$ cat config.mk
export PLATFORM = sky130hd
export DESIGN_NAME = bcd_to_binary_seq
export DESIGN_NICKNAME = d
export VERILOG_FILES = /design/src/rtl/bcd_to_binary_seq.sv
export SDC_FILE = /design/constraint.sdc
export NUM_CORES = 1
export LEC_CHECK = 0
export CORE_ASPECT_RATIO = 1.1
export CORE_MARGIN = 8
export CORE_UTILIZATION = 52
export DETAILED_ROUTE_END_ITERATION = 10
export PLACE_DENSITY_LB_ADDON = 0.12
export SKIP_LAST_GASP = 1
export SLEW_MARGIN = 20
export SYNTH_ARGS = -nofsm -noshare
export SYNTH_HDL_FRONTEND = slang
export SYNTH_SLANG_ARGS = --single-unit
$ cat constraint.sdc
create_clock -name clk -period 1.65 [get_ports clk]
set_clock_uncertainty 0.05 [all_clocks]
set_input_delay 0.2475 -clock clk [delete_from_list [all_inputs] [get_ports clk]]
set_output_delay 0.2475 -clock clk [all_outputs]
set_load 0.02 [all_outputs]
$ cat src/rtl/bcd_to_binary_seq.sv
// Multi-cycle BCD-to-binary converter (reverse double-dabble: shift right, subtract 3).
// One operand in flight; valid/ready on both sides; digits > 9 are flagged instead of converted.
module bcd_to_binary_seq #(
  parameter int DIGITS = 3,
  parameter int BIN_W  = 10
) (
  input  logic                  clk,
  input  logic                  rst,
  input  logic [4*DIGITS-1:0]   bcd_in,
  input  logic                  in_valid,
  output logic                  in_ready,
  output logic [BIN_W-1:0]      binary_out,
  output logic                  bcd_error,
  output logic                  out_valid,
  input  logic                  out_ready
);

  localparam int BCD_W = 4 * DIGITS;
  localparam int CNT_W = $clog2(BIN_W + 1);

  typedef enum logic [1:0] {IDLE, CONV, DONE} state_t;

  state_t             state_reg, state_next;
  logic [BCD_W-1:0]   bcd_reg, bcd_next, bcd_shift, bcd_adj;
  logic [BIN_W-1:0]   bin_reg, bin_next, bin_shift;
  logic [BIN_W-1:0]   out_reg, out_next;
  logic               err_reg, err_next;
  logic [CNT_W-1:0]   cnt_reg, cnt_next;
  logic [DIGITS-1:0]  digit_bad;

  // The BCD LSB falls into the binary MSB on every iteration.
  assign {bcd_shift, bin_shift} = {bcd_reg, bin_reg} >> 1;

  genvar gi;
  generate
    for (gi = 0; gi < DIGITS; gi++) begin : g_digit
      assign bcd_adj[4*gi +: 4] = (bcd_shift[4*gi +: 4] >= 4'd8) ?
                                  (bcd_shift[4*gi +: 4] - 4'd3) : bcd_shift[4*gi +: 4];
      assign digit_bad[gi] = (bcd_in[4*gi +: 4] > 4'd9);
    end
  endgenerate

  always_ff @(posedge clk) begin
    if (rst) begin
      state_reg <= IDLE;
      bcd_reg   <= '0;
      bin_reg   <= '0;
      out_reg   <= '0;
      err_reg   <= 1'b0;
      cnt_reg   <= '0;
    end else begin
      state_reg <= state_next;
      bcd_reg   <= bcd_next;
      bin_reg   <= bin_next;
      out_reg   <= out_next;
      err_reg   <= err_next;
      cnt_reg   <= cnt_next;
    end
  end

  always_comb begin
    state_next = state_reg;
    bcd_next   = bcd_reg;
    bin_next   = bin_reg;
    out_next   = out_reg;
    err_next   = err_reg;
    cnt_next   = cnt_reg;
    case (state_reg)
      IDLE: begin
        if (in_valid) begin
          if (|digit_bad) begin
            out_next   = '0;
            err_next   = 1'b1;
            state_next = DONE;
          end else begin
            bcd_next   = bcd_in;
            bin_next   = '0;
            cnt_next   = '0;
            state_next = CONV;
          end
        end
      end
      CONV: begin
        bcd_next = bcd_adj;
        bin_next = bin_shift;
        cnt_next = cnt_reg + CNT_W'(1);
        // The last iteration's shifted value goes straight to the output register.
        if (cnt_reg == CNT_W'(BIN_W - 1)) begin
          out_next   = bin_shift;
          err_next   = 1'b0;
          state_next = DONE;
        end
      end
      DONE: begin
        if (out_ready) begin
          state_next = IDLE;
        end
      end
      default: state_next = IDLE;
    endcase
  end

  assign in_ready   = (state_reg == IDLE);
  assign out_valid  = (state_reg == DONE);
  assign binary_out = out_reg;
  assign bcd_error  = err_reg;

endmodule

==> impl_metrics.py, run 1 <==
metrics = {
    "cts": {
        "cts.sinks": 38,
        "clkLatencyLatePin_ps": 350,
        "cts_hold_buf": 0,
        "path_clk_slew_ps": 120,
        "post-cts-setup-buffers": 0,
        "tritoncts": "built",
        "cts_root_buffer": "clkbuf_4",
        "cts_max_level": 2,
        "clk_path_buf_depth": 2,
        "numCtsBuffers": 5,
    },
    "route": {
        "wl_met2_um": 1880,
        "wl_per_cell_um": 15.5,
        "drt-initial-drc-count": 70,
        "vias_per_cell": 5.66,
        "highest_layer": "met4",
        "finalWirelength_um": 4060,
        "vias": 1476,
        "first_pass_iters": 4,
        "remaining_drc_errors": 0,
        "met1_length_um": 1870,
        "met3_wirelength_um": 226,
        "postRouteAntennaNets": 0,
    },
    "sta": {
        "slew_violations": 0,
        "hold_viol_final": 0,
        "whs_ps": 430,
        "relSlewSlack": 0.820,
        "post-route-min-period_ps": 1610,
        "tightest_slew_ps": 269,
        "fmaxAchievable_mhz": 622,
        "setup_viol": 0,
        "period_share": 0.974,
    },
    "setup_path": {
        "critical_path.top_delay_family": "buffers and inverters",
        "critical_path_class": "reg2out",
        "start_kind": "flop",
        "max_stage_delay_ps": 620,
        "critPathMaxFanout": 2,
        "end_kind": "output port",
        "path_buf_inv": 1,
        "crit_chain": "clkdlybuf4s50_1",
        "cp_data_arrival_time_ps": 1310,
        "required_ps": 1350,
        "crit_slowest_cell": "clkdlybuf4s50_1",
    },
    "grt": {
        "grt_usage": 0.152,
        "antenna_found_initial": 0,
        "grt_pass1_vias": 1469,
        "grt_max_degree": 18,
        "grt_pass1_wl_um": 6800,
        "gr-total-overflow": 0,
    },
    "power": {
        "powerDensity_nw_per_um2": 839,
        "power_mw": 1.94,
        "clkPwrFrac": 0.320,
        "switchingPower_uw": 505,
        "ir_worst_vdd_mv": 0.824,
        "p_leak_nw": 0.994,
        "p_int_mw": 1.43,
        "p_comb_frac": 0.174,
        "seqPwrFrac": 0.506,
        "switching_share": 0.261,
    },
    "layout": {
        "n_antenna_cell": 0,
        "syn2layout_area_growth_pct": 30.5,
        "multi_input_area_sq_um": 927,
        "post-route-util": 0.698,
        "layout-drive-gt1-share": 0.209,
        "register_area_sq_um": 762,
        "fin_area_sq_um": 2310,
        "largest_reg_flops": 12,
        "fin_cells": 261,
        "fillCellCount": 254,
        "nets": 246,
    },
    "place": {
        "place_hpwl_um": 3060,
        "portBuffers": 28,
        "placed_cell_area_sq_um": 2210,
        "place_congestion": 0.813,
        "place_inst": 253,
    },
    "yosys": {
        "synth_top_area_cell": "dfxtp_1",
        "synth-compound-area-share": 0.291,
        "seq_area_frac_synth": 0.430,
        "synth_xor_area_frac": 0.0198,
        "synth_area_sq_um": 1770,
        "synth_cells": 179,
        "synth_commonest_cells": "38 x dfxtp_1, 20 x nor2_1, 17 x nand2_1",
        "synth_flop_cell": "dfxtp_1",
        "synth_most_common_cell": "dfxtp_1",
        "synthSimpleGateAreaFrac": 0.157,
        "synth_nets": 201,
        "yosys_warnings": 0,
        "synthTopCellsByArea": "dfxtp_1 43%, a22o_1 5.0%, a22oi_1 4.2%",
        "ys_async_sr_fraction": 0,
        "yosys.area_share.adder": 0.0425,
        "synth.avg_cell_area_sq_um": 9.88,
        "synth-edff-count": 0,
        "ys_ff_latch": 38,
        "ys_types": 40,
        "yosysTopAreaCellShare": 0.430,
        "synthMuxAreaShare": 0.0113,
        "synth_top_family_by_area": "compound AO/OA/AOI/OAI gates",
    },
    "floorplanning": {
        "core_area_sq_um": 3300,
        "start_util": 0.535,
        "die_h_um": 77.2,
        "std_cell_rows": 22,
        "dieWidth_um": 71.6,
        "dieArea_sq_um": 5520,
        "num_io_pins": 29,
    },
    "flow_run": {
        "maxCapViolCount": 0,
    },
    "outcome": {
        "status": "complete, no violations",
    },
    "min_path": {
        "hp-class": "reg2reg",
    },
}
==> power groups by stage <==
stage / combinational, mW / sequential (mW) / clock (mW)
after floorplan: 0.195 / 0.995 / 0
after global placement: 0.331 / 0.997 / 0
after detailed placement: 0.339 / 0.999 / 0
after CTS: 0.337 / 0.978 / 0.629
after global routing: 0.364 / 0.985 / 0.670
final: 0.337 / 0.979 / 0.620
==> final cells by class <==
cell class                 count  area share
clock inverter                 3      0.0174
timing repair buffer          48       0.205
multi-input combinational    125       0.402
clock buffer                   5      0.0163
tap                           36      0.0195
sequential                    38       0.330
inverter                       6     0.00976
==> path summary, 6_finish.rpt <==
path | startpoint | endpoint | slack, ps | cells past startpoint
max | binary_out[9] | binary_out[9] | 40 | 1
max reg2reg | cnt_reg[0] | binary_out[1] | 70 | 5
min reg2reg | binary_out[2] | binary_out[2] | 430 | 1
min | binary_out[2] | binary_out[2] | 430 | 1
==> metal layers <==
metal / vias to the layer above / global-route usage
li1: 735 / -
met1: 697 / 0.185
met2: 36 / 0.234
met3: 8 / 0.0585
met4: 0 / 0.0573
met5: - / 0
==> placed cells by master, fill, tap and decap left out, types with 3 or more instances in the layout <==
cell,n
a311oi_2,3
buf_4,18
a21oi_1,11
xnor2_1,4
inv_1,6
o211ai_1,6
clkdlybuf4s50_1,18
nor2b_1,5
dlymetal6s2s_1,8
clkbuf_4,5
nor2_1,20
dfxtp_1,37
a22oi_1,10
ha_1,6
nand2_1,17
a22o_1,10
==> logic make-up (layout without fill, tap and decap cells) <==
family | count (synthesis) | count (layout)
compound gates | 57 | 57
simple gates | 56 | 56
flops | 38 | 38
buf+inv | 16 | 62
fa+ha+maj | 6 | 6
xor+xnor | 4 | 4
mux | 2 | 2
==> metrics by stage <==
step,worst slack [ps],TNS [ps]
final,42.5,0
after global routing,-11.9,-25.7
after global placement,-237,-4970
after CTS,11.6,0
after detailed placement,-272,-6100
after floorplan,274,0
==> what timing repair did <==
action / in CTS / in global routing
gates cloned: 0 / 0
gates resized for setup: 2 / 10
setup endpoints to repair: 2 / 10
(Power assumes the default switching activity.)
==> inputs of run 2 (changes only) <==
- CORE_MARGIN: 8 -> 4
- CORE_UTILIZATION: 52 -> 45
- SLEW_MARGIN: 20 -> 5
==> run 2 against run 1 <==
Compared with the run above:
- die area decreased by 9.5%
- routed wire length shrank 2.6%
- sequential share of layout area is 0.053 points higher
- clock power rose by 27%
- via count down 3.5%
- design area down 0.33%
- worst setup slack gained 39 ps
- combinational power is 4% lower
- sequential power is essentially flat
- global-route usage rose by 2.8 points
- largest power group unchanged
==> impl_metrics.py, run 2 (same netlist as run 1, synthesis figures left out) <==
metrics = {
    "sta": {
        "post-route-min-period_ps": 1570,
        "rsz0062_at_grt": "no",
        "relSlewSlack": 0.739,
        "hold_viol_final": 0,
        "tightest_slew_ps": 390,
        "period_share": 0.950,
        "fmaxAchievable_mhz": 638,
        "slew_violations": 0,
        "setup_viol": 0,
    },
    "cts": {
        "clk_path_buf_depth": 2,
        "cts_max_level": 2,
        "cts_hold_buf": 0,
        "clkLatencyLatePin_ps": 290,
        "numCtsBuffers": 5,
        "cts_root_buffer": "clkbuf_8",
        "tritoncts": "built",
        "path_clk_slew_ps": 80,
        "cts.sinks": 38,
    },
    "flow_run": {
        "maxCapViolCount": 0,
    },
    "floorplanning": {
        "die_h_um": 73.7,
        "std_cell_rows": 23,
        "dieWidth_um": 67.8,
        "num_io_pins": 29,
        "core_area_sq_um": 3710,
        "start_util": 0.476,
        "dieArea_sq_um": 5000,
    },
    "power": {
        "p_leak_nw": 0.836,
        "powerDensity_nw_per_um2": 907,
        "power_mw": 2.09,
        "ir_worst_vdd_mv": 0.632,
    },
    "setup_path": {
        "critPathMaxFanout": 10,
        "regToRegSetupSlack_ps": 140,
        "rr_startpoint": "cnt_reg[0]",
        "crit_path_end": "binary_out[4]",
        "end_kind": "flop",
        "critical_path_class": "in2reg",
        "worstRegToRegCells": 5,
        "required_ps": 1830,
        "startpoint": "bcd_in[1]",
        "rr_endpoint": "binary_out[4]",
        "start_kind": "primary input",
        "cp_data_arrival_time_ps": 1750,
    },
    "route": {
        "vias": 1424,
        "finalWirelength_um": 3950,
        "vias_per_cell": 5.24,
        "wl_per_cell_um": 14.5,
        "remaining_drc_errors": 0,
        "drt-initial-drc-count": 91,
        "postRouteAntennaNets": 0,
        "first_pass_iters": 4,
    },
    "place": {
        "portBuffers": 28,
        "place_hpwl_um": 2910,
        "place_congestion": 0.880,
    },
    "outcome": {
        "status": "complete, no violations",
    },
    "layout": {
        "nets": 243,
        "n_antenna_cell": 0,
        "layout-drive-gt1-share": 0.194,
        "syn2layout_area_growth_pct": 30.1,
        "post-route-util": 0.619,
        "final_cell_mix": "38 x dfxtp_1, 26 x clkdlybuf4s50_1, 20 x nor2_1",
        "mostFrequentLayoutCell": "dfxtp_1",
        "largest_reg_flops": 12,
    },
    "grt": {
        "grt_pass1_wl_um": 6780,
        "grt_pass1_vias": 1488,
        "grt_usage": 0.180,
        "gr-total-overflow": 0,
        "grt_max_degree": 15,
        "antenna_found_initial": 0,
    },
    "min_path": {
        "hold_path_depth": 1,
        "hp-class": "reg2reg",
    },
}
## run 2: layout make-up
class	count	area [sq um]
clock inverter	3	45.0
multi-input combinational	125	922
sequential	38	761
inverter	6	22.5
tap	50	62.6
fill	324	1410
timing repair buffer	45	418
clock buffer	5	68.8
## run 2: worst min path at each step
stage	from	end	slack, ps
after floorplan	out_ready	state_reg[1]	380
after global placement	binary_out[3]	binary_out[3]	410
after detailed placement	binary_out[3]	binary_out[3]	410
after CTS	binary_out[3]	binary_out[3]	430
after global routing	binary_out[3]	binary_out[3]	450
final	binary_out[1]	binary_out[1]	420
## run 2: layer usage
layer | routed length (um) | part of all wire | vias to the layer above | global-route usage
met5 | 0 | 0 | - | 0
met4 | 93 | 0.024 | 0 | 0.0788
met3 | 119 | 0.030 | 8 | 0.0505
met2 | 2000 | 0.51 | 26 | 0.304
met1 | 1740 | 0.44 | 667 | 0.208
li1 | - | - | 723 | -
## run 2: per-stage QoR
| step | worst slack (ps) | cell area [sq um] | hold WS (ps) | setup TNS, ps | instances |
|---|---|---|---|---|---|
| after floorplan | 274 | 1770 | 379 | 0 | 179 |
| after global placement | -187 | 2190 | 410 | -4420 | 264 |
| after detailed placement | -217 | 2190 | 407 | -5460 | 264 |
| after CTS | 75.9 | 2300 | 433 | 0 | 272 |
| after global routing | 7.53 | 2300 | 452 | 0 | 272 |
| final | 82.0 | 2300 | 425 | 0 | 272 |
## run 2: report_power, final
group          total, mW  internal (mW)  leakage, nW  switching [mW]
Sequential         0.979          0.946        0.308          0.0322
Clock              0.785          0.449       0.0504           0.335
Combinational      0.323          0.160        0.478           0.163
## run 2: worst max-delay path, cell delays in order
cell	delay [ps]
clkdlybuf4s50_1	470
o21ai_4	250
nand3_1	200
a211oi_4	290
buf_12	160
a22o_1	130
## run 2: what timing repair did
item                                    CTS  global route
endpoints found under the setup margin    2             0
buffers inserted                          0             0
gates resized for setup                   2             0
